<file path="src/rtl/dram_ctrl_pkg.sv">
// Shared state encoding and address-mux helpers for the DRAM initiator.
package dram_ctrl_pkg;

  localparam int unsigned ST_W = 3;

  localparam logic [2:0] ST_IDLE = 3'd0;
  localparam logic [2:0] ST_ROW  = 3'd1;
  localparam logic [2:0] ST_COL  = 3'd2;
  localparam logic [2:0] ST_ACC  = 3'd3;
  localparam logic [2:0] ST_DONE = 3'd4;
  localparam logic [2:0] ST_PRE  = 3'd5;
  localparam logic [2:0] ST_REF  = 3'd6;

  // Helpers work on a wide scratch width; callers cast to their pin width.
  localparam int unsigned HLP_W = 64;

  function automatic logic [HLP_W-1:0] row_of(input logic [HLP_W-1:0] addr,
                                              input int unsigned     rw);
    logic [HLP_W-1:0] mask;
    mask = (HLP_W'(1) << rw) - HLP_W'(1);
    return addr & mask;
  endfunction

  function automatic logic [HLP_W-1:0] col_place(input logic [HLP_W-1:0] addr,
                                                 input int unsigned     rw,
                                                 input int unsigned     fw,
                                                 input int unsigned     lsb);
    logic [HLP_W-1:0] mask;
    mask = (HLP_W'(1) << fw) - HLP_W'(1);
    return ((addr >> rw) & mask) << lsb;
  endfunction

endpackage

</file>
<file path="src/rtl/dram_refresh_timer.sv">
// Free-running refresh interval counter; raises ref_pend on every wrap.
module dram_refresh_timer #(
  parameter int unsigned REF_INTERVAL = 256
) (
  input  logic i_MCLK,
  input  logic i_RST_n,
  input  logic ref_clr,
  output logic ref_pend
);

  localparam int unsigned CNT_W = $clog2(REF_INTERVAL);

  logic [CNT_W-1:0] cnt;
  logic             wrap_c;

  assign wrap_c = (cnt == CNT_W'(REF_INTERVAL - 1));

  // A wrap coinciding with a clear is a fresh request, so set wins.
  always_ff @(posedge i_MCLK or negedge i_RST_n) begin
    if (!i_RST_n) begin
      cnt      <= '0;
      ref_pend <= 1'b0;
    end else begin
      cnt <= wrap_c ? '0 : cnt + CNT_W'(1);
      if (wrap_c) begin
        ref_pend <= 1'b1;
      end else if (ref_clr) begin
        ref_pend <= 1'b0;
      end
    end
  end

endmodule

</file>
<file path="src/rtl/dram_ctrl.sv">
// Host-to-DRAM initiator: row/column strobe sequencing plus RAS-only refresh.
module dram_ctrl
  import dram_ctrl_pkg::*;
#(
  parameter int unsigned dw           = 8,
  parameter int unsigned aw           = 8,
  parameter int unsigned rw           = aw,
  parameter int unsigned cw           = aw,
  parameter int unsigned ctop         = cw - 1,
  parameter int unsigned cbot         = 0,
  parameter int unsigned T_RP         = 2,
  parameter int unsigned T_RAS_REF    = 3,
  parameter int unsigned REF_INTERVAL = 256
) (
  input  logic             i_MCLK,
  input  logic             i_RST_n,
  input  logic             i_REQ,
  input  logic             i_WE,
  input  logic [rw+cw-1:0] i_ADDR,
  input  logic [dw-1:0]    i_WDATA,
  output logic             o_READY,
  output logic             o_ACK,
  output logic [dw-1:0]    o_RDATA,
  output logic [aw-1:0]    o_DRAM_ADDR,
  output logic             o_RAS_n,
  output logic             o_CAS_n,
  output logic             o_WR_n,
  output logic             o_RD_n,
  output logic [dw-1:0]    o_DRAM_DIN,
  input  logic [dw-1:0]    i_DRAM_DOUT
);

  localparam int unsigned AW_IN = rw + cw;
  localparam int unsigned T_MAX = (T_RP > T_RAS_REF) ? T_RP : T_RAS_REF;
  localparam int unsigned CNT_W = (T_MAX > 1) ? $clog2(T_MAX) : 1;

  logic [ST_W-1:0]  state, state_d;
  logic [CNT_W-1:0] cnt, cnt_d;
  logic [AW_IN-1:0] addr_q;
  logic             we_q;
  logic [dw-1:0]    wdata_q;
  logic [rw-1:0]    ref_row;
  logic             ref_pend;
  logic             ref_clr_c, ref_inc_c, accept_c, to_pre_c;
  logic             ras_d, cas_d, wr_d, rd_d, ack_d;
  logic [aw-1:0]    addr_d, row_pins_c, col_pins_c;
  logic [dw-1:0]    din_d, rdata_d;

  assign o_READY    = (state == ST_IDLE) && !ref_pend;
  assign accept_c   = i_REQ && o_READY;
  assign row_pins_c = aw'(row_of(HLP_W'(i_ADDR), rw));
  assign col_pins_c = aw'(col_place(HLP_W'(addr_q), rw, ctop - cbot + 1, cbot));

  dram_refresh_timer #(
    .REF_INTERVAL (REF_INTERVAL)
  ) u_ref_timer (
    .i_MCLK   (i_MCLK),
    .i_RST_n  (i_RST_n),
    .ref_clr  (ref_clr_c),
    .ref_pend (ref_pend)
  );

  // Next state and next value of every registered DRAM-side output.
  // PRE holds T_RP-1 cycles; the IDLE cycle that samples the next request
  // completes the T_RP-cycle precharge window.
  always_comb begin
    state_d   = state;
    cnt_d     = cnt;
    ras_d     = 1'b1;
    cas_d     = 1'b1;
    wr_d      = 1'b1;
    rd_d      = 1'b1;
    ack_d     = 1'b0;
    addr_d    = o_DRAM_ADDR;
    din_d     = o_DRAM_DIN;
    rdata_d   = o_RDATA;
    ref_clr_c = 1'b0;
    ref_inc_c = 1'b0;
    to_pre_c  = 1'b0;

    case (state)
      ST_IDLE: begin
        if (ref_pend) begin
          state_d   = ST_REF;
          cnt_d     = CNT_W'(T_RAS_REF - 1);
          ras_d     = 1'b0;
          addr_d    = aw'(ref_row);
          ref_clr_c = 1'b1;
        end else if (accept_c) begin
          state_d = ST_ROW;
          ras_d   = 1'b0;
          addr_d  = row_pins_c;
        end
      end
      ST_ROW: begin
        state_d = ST_COL;
        ras_d   = 1'b0;
        cas_d   = 1'b0;
        addr_d  = col_pins_c;
      end
      ST_COL: begin
        state_d = ST_ACC;
        ras_d   = 1'b0;
        cas_d   = 1'b0;
        if (we_q) begin
          wr_d  = 1'b0;
          din_d = wdata_q;
        end else begin
          rd_d = 1'b0;
        end
      end
      ST_ACC: begin
        state_d = ST_DONE;
        ras_d   = 1'b0;
        cas_d   = 1'b0;
      end
      ST_DONE: begin
        ack_d    = 1'b1;
        to_pre_c = 1'b1;
        if (!we_q) begin
          rdata_d = i_DRAM_DOUT;
        end
      end
      ST_REF: begin
        if (cnt == '0) begin
          ref_inc_c = 1'b1;
          to_pre_c  = 1'b1;
        end else begin
          cnt_d = cnt - CNT_W'(1);
          ras_d = 1'b0;
        end
      end
      ST_PRE: begin
        if (cnt == '0) begin
          state_d = ST_IDLE;
        end else begin
          cnt_d = cnt - CNT_W'(1);
        end
      end
      default: state_d = ST_IDLE;
    endcase

    if (to_pre_c) begin
      if (T_RP > 1) begin
        state_d = ST_PRE;
        cnt_d   = CNT_W'(T_RP - 2);
      end else begin
        state_d = ST_IDLE;
      end
    end
  end

  always_ff @(posedge i_MCLK or negedge i_RST_n) begin
    if (!i_RST_n) begin
      state       <= ST_IDLE;
      cnt         <= '0;
      addr_q      <= '0;
      we_q        <= 1'b0;
      wdata_q     <= '0;
      ref_row     <= '0;
      o_RAS_n     <= 1'b1;
      o_CAS_n     <= 1'b1;
      o_WR_n      <= 1'b1;
      o_RD_n      <= 1'b1;
      o_ACK       <= 1'b0;
      o_RDATA     <= '0;
      o_DRAM_ADDR <= '0;
      o_DRAM_DIN  <= '0;
    end else begin
      state       <= state_d;
      cnt         <= cnt_d;
      if (accept_c) begin
        addr_q  <= i_ADDR;
        we_q    <= i_WE;
        wdata_q <= i_WDATA;
      end
      if (ref_inc_c) begin
        ref_row <= ref_row + rw'(1);
      end
      o_RAS_n     <= ras_d;
      o_CAS_n     <= cas_d;
      o_WR_n      <= wr_d;
      o_RD_n      <= rd_d;
      o_ACK       <= ack_d;
      o_RDATA     <= rdata_d;
      o_DRAM_ADDR <= addr_d;
      o_DRAM_DIN  <= din_d;
    end
  end

endmodule

</file>
<file path="config.mk">
export PLATFORM = sky130hd
export DESIGN_NAME = dram_ctrl
export DESIGN_NICKNAME = d
export VERILOG_FILES = /design/src/rtl/dram_ctrl_pkg.sv /design/src/rtl/dram_refresh_timer.sv /design/src/rtl/dram_ctrl.sv
export SDC_FILE = /design/constraint.sdc
export NUM_CORES = 1
export LEC_CHECK = 0
export ABC_AREA = 1
export CAP_MARGIN = 20
export CORE_MARGIN = 3
export CORE_UTILIZATION = 39
export CTS_BUF_LIST = sky130_fd_sc_hd__clkbuf_8
export CTS_CLUSTER_SIZE = 28
export DETAILED_ROUTE_END_ITERATION = 10
export MAX_ROUTING_LAYER = met4
export SLEW_MARGIN = 20
export SYNTH_ARGS = -nofsm -noshare
export SYNTH_HDL_FRONTEND = slang
export SYNTH_SLANG_ARGS = --single-unit
</file>
<file path="constraint.sdc">
create_clock -name i_MCLK -period 3.91 [get_ports i_MCLK]
set_clock_uncertainty 0.15 [all_clocks]
set_input_delay 0.391 -clock i_MCLK [delete_from_list [all_inputs] [get_ports i_MCLK]]
set_output_delay 0.391 -clock i_MCLK [all_outputs]
set_load 0.02 [all_outputs]
</file>
==> impl_results.html <==
<table>
<tr><th>Metric</th><th>Value</th></tr>
<tr><th colspan="2">STA</th></tr>
<tr><td>Fmax</td><td>~0.38 GHz</td></tr>
<tr><td>Total count of hold-check failures in the final report</td><td>0</td></tr>
<tr><td>Worst-case headroom to the max-slew limit</td><td>0.3838</td></tr>
<tr><td>Final-layout worst hold slack</td><td>~310 ps</td></tr>
<tr><td>Setup tns final</td><td>0 ps</td></tr>
<tr><td>Tightest Pin Transition</td><td>roughly 920 ps</td></tr>
<tr><td>Final period demand of the worst path</td><td>~2600 ps</td></tr>
<tr><td>Final setup vio count</td><td>0</td></tr>
<tr><td>Count of final max-slew check failures</td><td>0</td></tr>
<tr><td>Unrepaired setup endpoints after global routing</td><td>false</td></tr>
<tr><td>Final cycle utilization of the critical path</td><td>0.6731</td></tr>
<tr><th colspan="2">Clocking</th></tr>
<tr><td>Clk buf depth</td><td>2</td></tr>
<tr><td>H-Tree Level Count</td><td>3</td></tr>
<tr><td># clock sinks</td><td>68</td></tr>
<tr><td>CTS tree</td><td>yes</td></tr>
<tr><td>Resize count post-CTS</td><td>0</td></tr>
<tr><td>Number of CTS-inserted buffers</td><td>9</td></tr>
<tr><td>Root buffer cell</td><td>sky130_fd_sc_hd__clkbuf_8</td></tr>
<tr><td>Post-CTS Setup Repair Bufs</td><td>0</td></tr>
<tr><td>Clock transition at the registers of the reported paths</td><td>roughly 80 ps</td></tr>
<tr><td>Clock latency on the worst-skew pair</td><td>approximately 340 ps</td></tr>
<tr><th colspan="2">Global routing</th></tr>
<tr><td>Number of global-route vias before repair</td><td>between 2,000 and 2,500</td></tr>
<tr><td>Grt ovf</td><td>0</td></tr>
<tr><td>Wire length of the first global-routing pass</td><td>11.76 mm</td></tr>
<tr><td>Total Routing Usage GR</td><td>0.1575</td></tr>
<tr><td>Maximum number of pins on one net before global-route repair</td><td>31</td></tr>
<tr><td>Initial antenna violation count</td><td>0</td></tr>
<tr><th colspan="2">Logic synthesis</th></tr>
<tr><td>Number of distinct library cells after synthesis</td><td>33</td></tr>
<tr><td>Post-Synthesis Mean Instance Area</td><td>8.685 sq um</td></tr>
<tr><td>Sequential fraction of the synthesis area</td><td>0.5240</td></tr>
<tr><td>Area of the mapped netlist</td><td>3257 sq um</td></tr>
<tr><td>Number of cells produced by synthesis</td><td>roughly 380</td></tr>
<tr><td>Share of Yosys cell area claimed by the top area cell type</td><td>0.4917</td></tr>
<tr><td>Most area-consuming cells after synthesis</td><td>sky130_fd_sc_hd__dfrtp_1 49%, sky130_fd_sc_hd__nand2_1 17%, sky130_fd_sc_hd__inv_1 3.9%</td></tr>
<tr><td>Yosys top cell by area</td><td>sky130_fd_sc_hd__dfrtp_1</td></tr>
<tr><td>Synthesized net count</td><td>414</td></tr>
<tr><td>Number of warnings reported in the yosys synthesis log</td><td>0</td></tr>
<tr><td>Register bit total from synthesis</td><td>68</td></tr>
<tr><th colspan="2">Worst setup path</th></tr>
<tr><td>Source of the critical timing path</td><td>state[2]</td></tr>
<tr><td>Worst setup path class</td><td>reg -&gt; out</td></tr>
<tr><td>Setup slack of the most critical reg-to-reg path</td><td>approximately 1600 ps</td></tr>
<tr><td>Worst setup EP type</td><td>primary output</td></tr>
<tr><td>Arrival time worst endpoint</td><td>2090 ps</td></tr>
<tr><td>Critical path fanouts, max</td><td>14</td></tr>
<tr><td>Required arrival time at the worst endpoint</td><td>roughly 3400 ps</td></tr>
<tr><td>Launch point of the worst reg-to-reg path</td><td>state[2]</td></tr>
<tr><td>Element type at the critical path start</td><td>flop</td></tr>
<tr><td>Depth of the worst register-to-register path</td><td>4</td></tr>
<tr><th colspan="2">Placed design</th></tr>
<tr><td>Buffers added on ports</td><td>65</td></tr>
<tr><td>Final Wtd Congestion</td><td>0.8606</td></tr>
<tr><td>DPL Wire Length</td><td>around 5.1 mm</td></tr>
<tr><th colspan="2">Cells and area</th></tr>
<tr><td>Number of antenna diodes</td><td>0</td></tr>
<tr><td>Post-layout net count</td><td>between 400 and 500</td></tr>
<tr><td>Signed area change from the synthesized netlist to the final layout</td><td>26.97%</td></tr>
<tr><td>Share of cells above drive strength 1</td><td>0.1119</td></tr>
<tr><td>Number of fill cells</td><td>~760</td></tr>
<tr><th colspan="2">Power</th></tr>
<tr><td>Leakage</td><td>approximately 2.0 nW</td></tr>
<tr><td>Max VDD drop</td><td>approximately 0.26 mV</td></tr>
<tr><td>Final Power</td><td>between 3 and 4 mW</td></tr>
<tr><td>Total power per unit cell area</td><td>728.8 nW/um^2</td></tr>
<tr><th colspan="2">Worst hold path</th></tr>
<tr><td>Hold Path Depth</td><td>1</td></tr>
<tr><td>HP Start</td><td>u_ref_timer.cnt[0]</td></tr>
<tr><td>Hold Crit Class</td><td>reg -&gt; reg</td></tr>
<tr><th colspan="2">Floorplan</th></tr>
<tr><td>Area enclosed by the die boundary</td><td>roughly 9500 sq um</td></tr>
<tr><td>Effective utilization at floorplan</td><td>0.4108</td></tr>
<tr><td>Horizontal die dimension</td><td>a little under 100 um</td></tr>
<tr><td>Number of primary I/O pins</td><td>66</td></tr>
<tr><td>Overall die height</td><td>about 97 um</td></tr>
<tr><td>Number of placement rows</td><td>32</td></tr>
<tr><td>Core outline area</td><td>slightly below 8000 sq um</td></tr>
<tr><th colspan="2">Detailed routing</th></tr>
<tr><td>Vias/cell</td><td>around 4.7</td></tr>
<tr><td>Starting DRT DRC Count</td><td>77</td></tr>
<tr><td>Number of remaining DRC errors</td><td>0</td></tr>
<tr><td>Total number of vias</td><td>2,560</td></tr>
<tr><td>Wire per inst</td><td>between 10 and 15 um</td></tr>
<tr><td>Final routed wirelength across all metal layers</td><td>between 6 and 7 mm</td></tr>
<tr><td>Total iterations of the first detailed-routing run</td><td>4</td></tr>
<tr><td>Count of antenna-violating nets left after detailed routing</td><td>0</td></tr>
<tr><th colspan="2">Run</th></tr>
<tr><td>Max-Cap Viols</td><td>0</td></tr>
<tr><th colspan="2">Status</th></tr>
<tr><td>Status</td><td>complete, no violations</td></tr>
</table>
-- final timing paths --
kind | endpoint
max reg2reg | addr_q[10]
min reg2reg | u_ref_timer.cnt[0]
max | o_READY
min in group asynchronous | o_DRAM_ADDR[3]
min | u_ref_timer.cnt[0]
max in group asynchronous | o_RD_n
-- layout by cell type, fill, tap and decap left out, types with 6 or more instances in the layout --
cell type	count
sky130_fd_sc_hd__nand2_1	144
sky130_fd_sc_hd__clkdlybuf4s50_1	64
sky130_fd_sc_hd__nand4_1	12
sky130_fd_sc_hd__clkbuf_8	9
sky130_fd_sc_hd__o21ai_2	6
sky130_fd_sc_hd__xor2_1	7
sky130_fd_sc_hd__o21ai_0	23
sky130_fd_sc_hd__nor2_1	13
sky130_fd_sc_hd__dfrtp_1	64
sky130_fd_sc_hd__o21ai_1	6
sky130_fd_sc_hd__nand3_1	17
sky130_fd_sc_hd__inv_1	35
-- report_power, final --
group          switching [mW]  internal, mW  leakage, nW  total, mW
combinational           0.767         0.519         1.08       1.29
clock                   0.271         0.292       0.0968      0.562
sequential              0.193         0.972        0.846       1.17
total                    1.23          1.78         2.02       3.01
-- stage by stage --
stage                     worst slack [ps]  cells  area [sq um]    util
final                                 1278    549          4135  0.5216
after global routing                  1137    549          4135  0.5216
after CTS                             1244    549          4135  0.5216
after global placement                1672    532          3934  0.4962
after floorplan                       2450    375          3257       -
after detailed placement              1589    532          3934  0.4962
-- layout make-up --
cell class                      count  area [sq um]  share of cell area
Inverter                           39         153.9             0.03722
Tap cell                          102         127.6             0.03086
Sequential cell                    68          1707              0.4127
Multi-Input combinational cell    256          1285              0.3107
Clock inverter                      7         67.56             0.01634
Timing Repair Buffer               68         670.6              0.1622
Clock buffer                        9         123.9             0.02995
-- worst max-delay path: stages, from the launching register on --
cell and delay (ps):
sky130_fd_sc_hd__dfrtp_1 580, sky130_fd_sc_hd__inv_2 270, sky130_fd_sc_hd__nand3_2 190, sky130_fd_sc_hd__inv_1 100, sky130_fd_sc_hd__clkdlybuf4s50_1 600
-- routing by layer --
metal,vias up,wire length [um],global-route usage
li1,1322,-,-
met5,-,0,-
met1,1180,3218,0.2018
met2,50,3246,0.2399
met4,0,91,0.04792
met3,8,331,0.04953
-- what timing repair did --
action | 4_1_cts | 5_1_grt
hold buffers | 1 | 0
hold endpoints to repair | 18 | 0
setup endpoints to repair | 0 | 0
-- flip-flops by register name, summed over array words and instances, names as in the netlist --
register,flops
addr_q,8
o_DRAM_ADDR,8
o_DRAM_DIN,8
o_RDATA,8
ref_row,8
u_ref_timer.cnt,8
wdata_q,8
state,3
cnt,2
o_ACK,1
o_CAS_n,1
o_RAS_n,1
o_RD_n,1
o_WR_n,1
u_ref_timer.ref_pend,1
we_q,1
-- logic make-up (layout without fill, tap and decap cells) --
logic type | after synthesis | after routing | synth area share
XOR/XNOR | 8 | 8 | 0.02151
adder cells (fa/ha/maj) | 3 | 3 | 0.01153
AO/OA/AOI/OAI | 38 | 38 | 0.06723
AND/OR/NAND/NOR | 207 | 207 | 0.2943
flip-flops | 68 | 68 | 0.5240
buffers and inverters | 51 | 123 | 0.08144
-- synth_stat cells, drive strengths merged --
cell and n:
xor2 7, xnor2 1, dfstp 4, o22ai 1, nand3b 1, inv 39, nand2 150, o211ai 2
dfrtp 64, o21ai 35, ha 3, nand3 20, nor3 3, nand4 14, clkbuf 1, buf 11
nor2 19
Power figures use the tool's default switching activity.
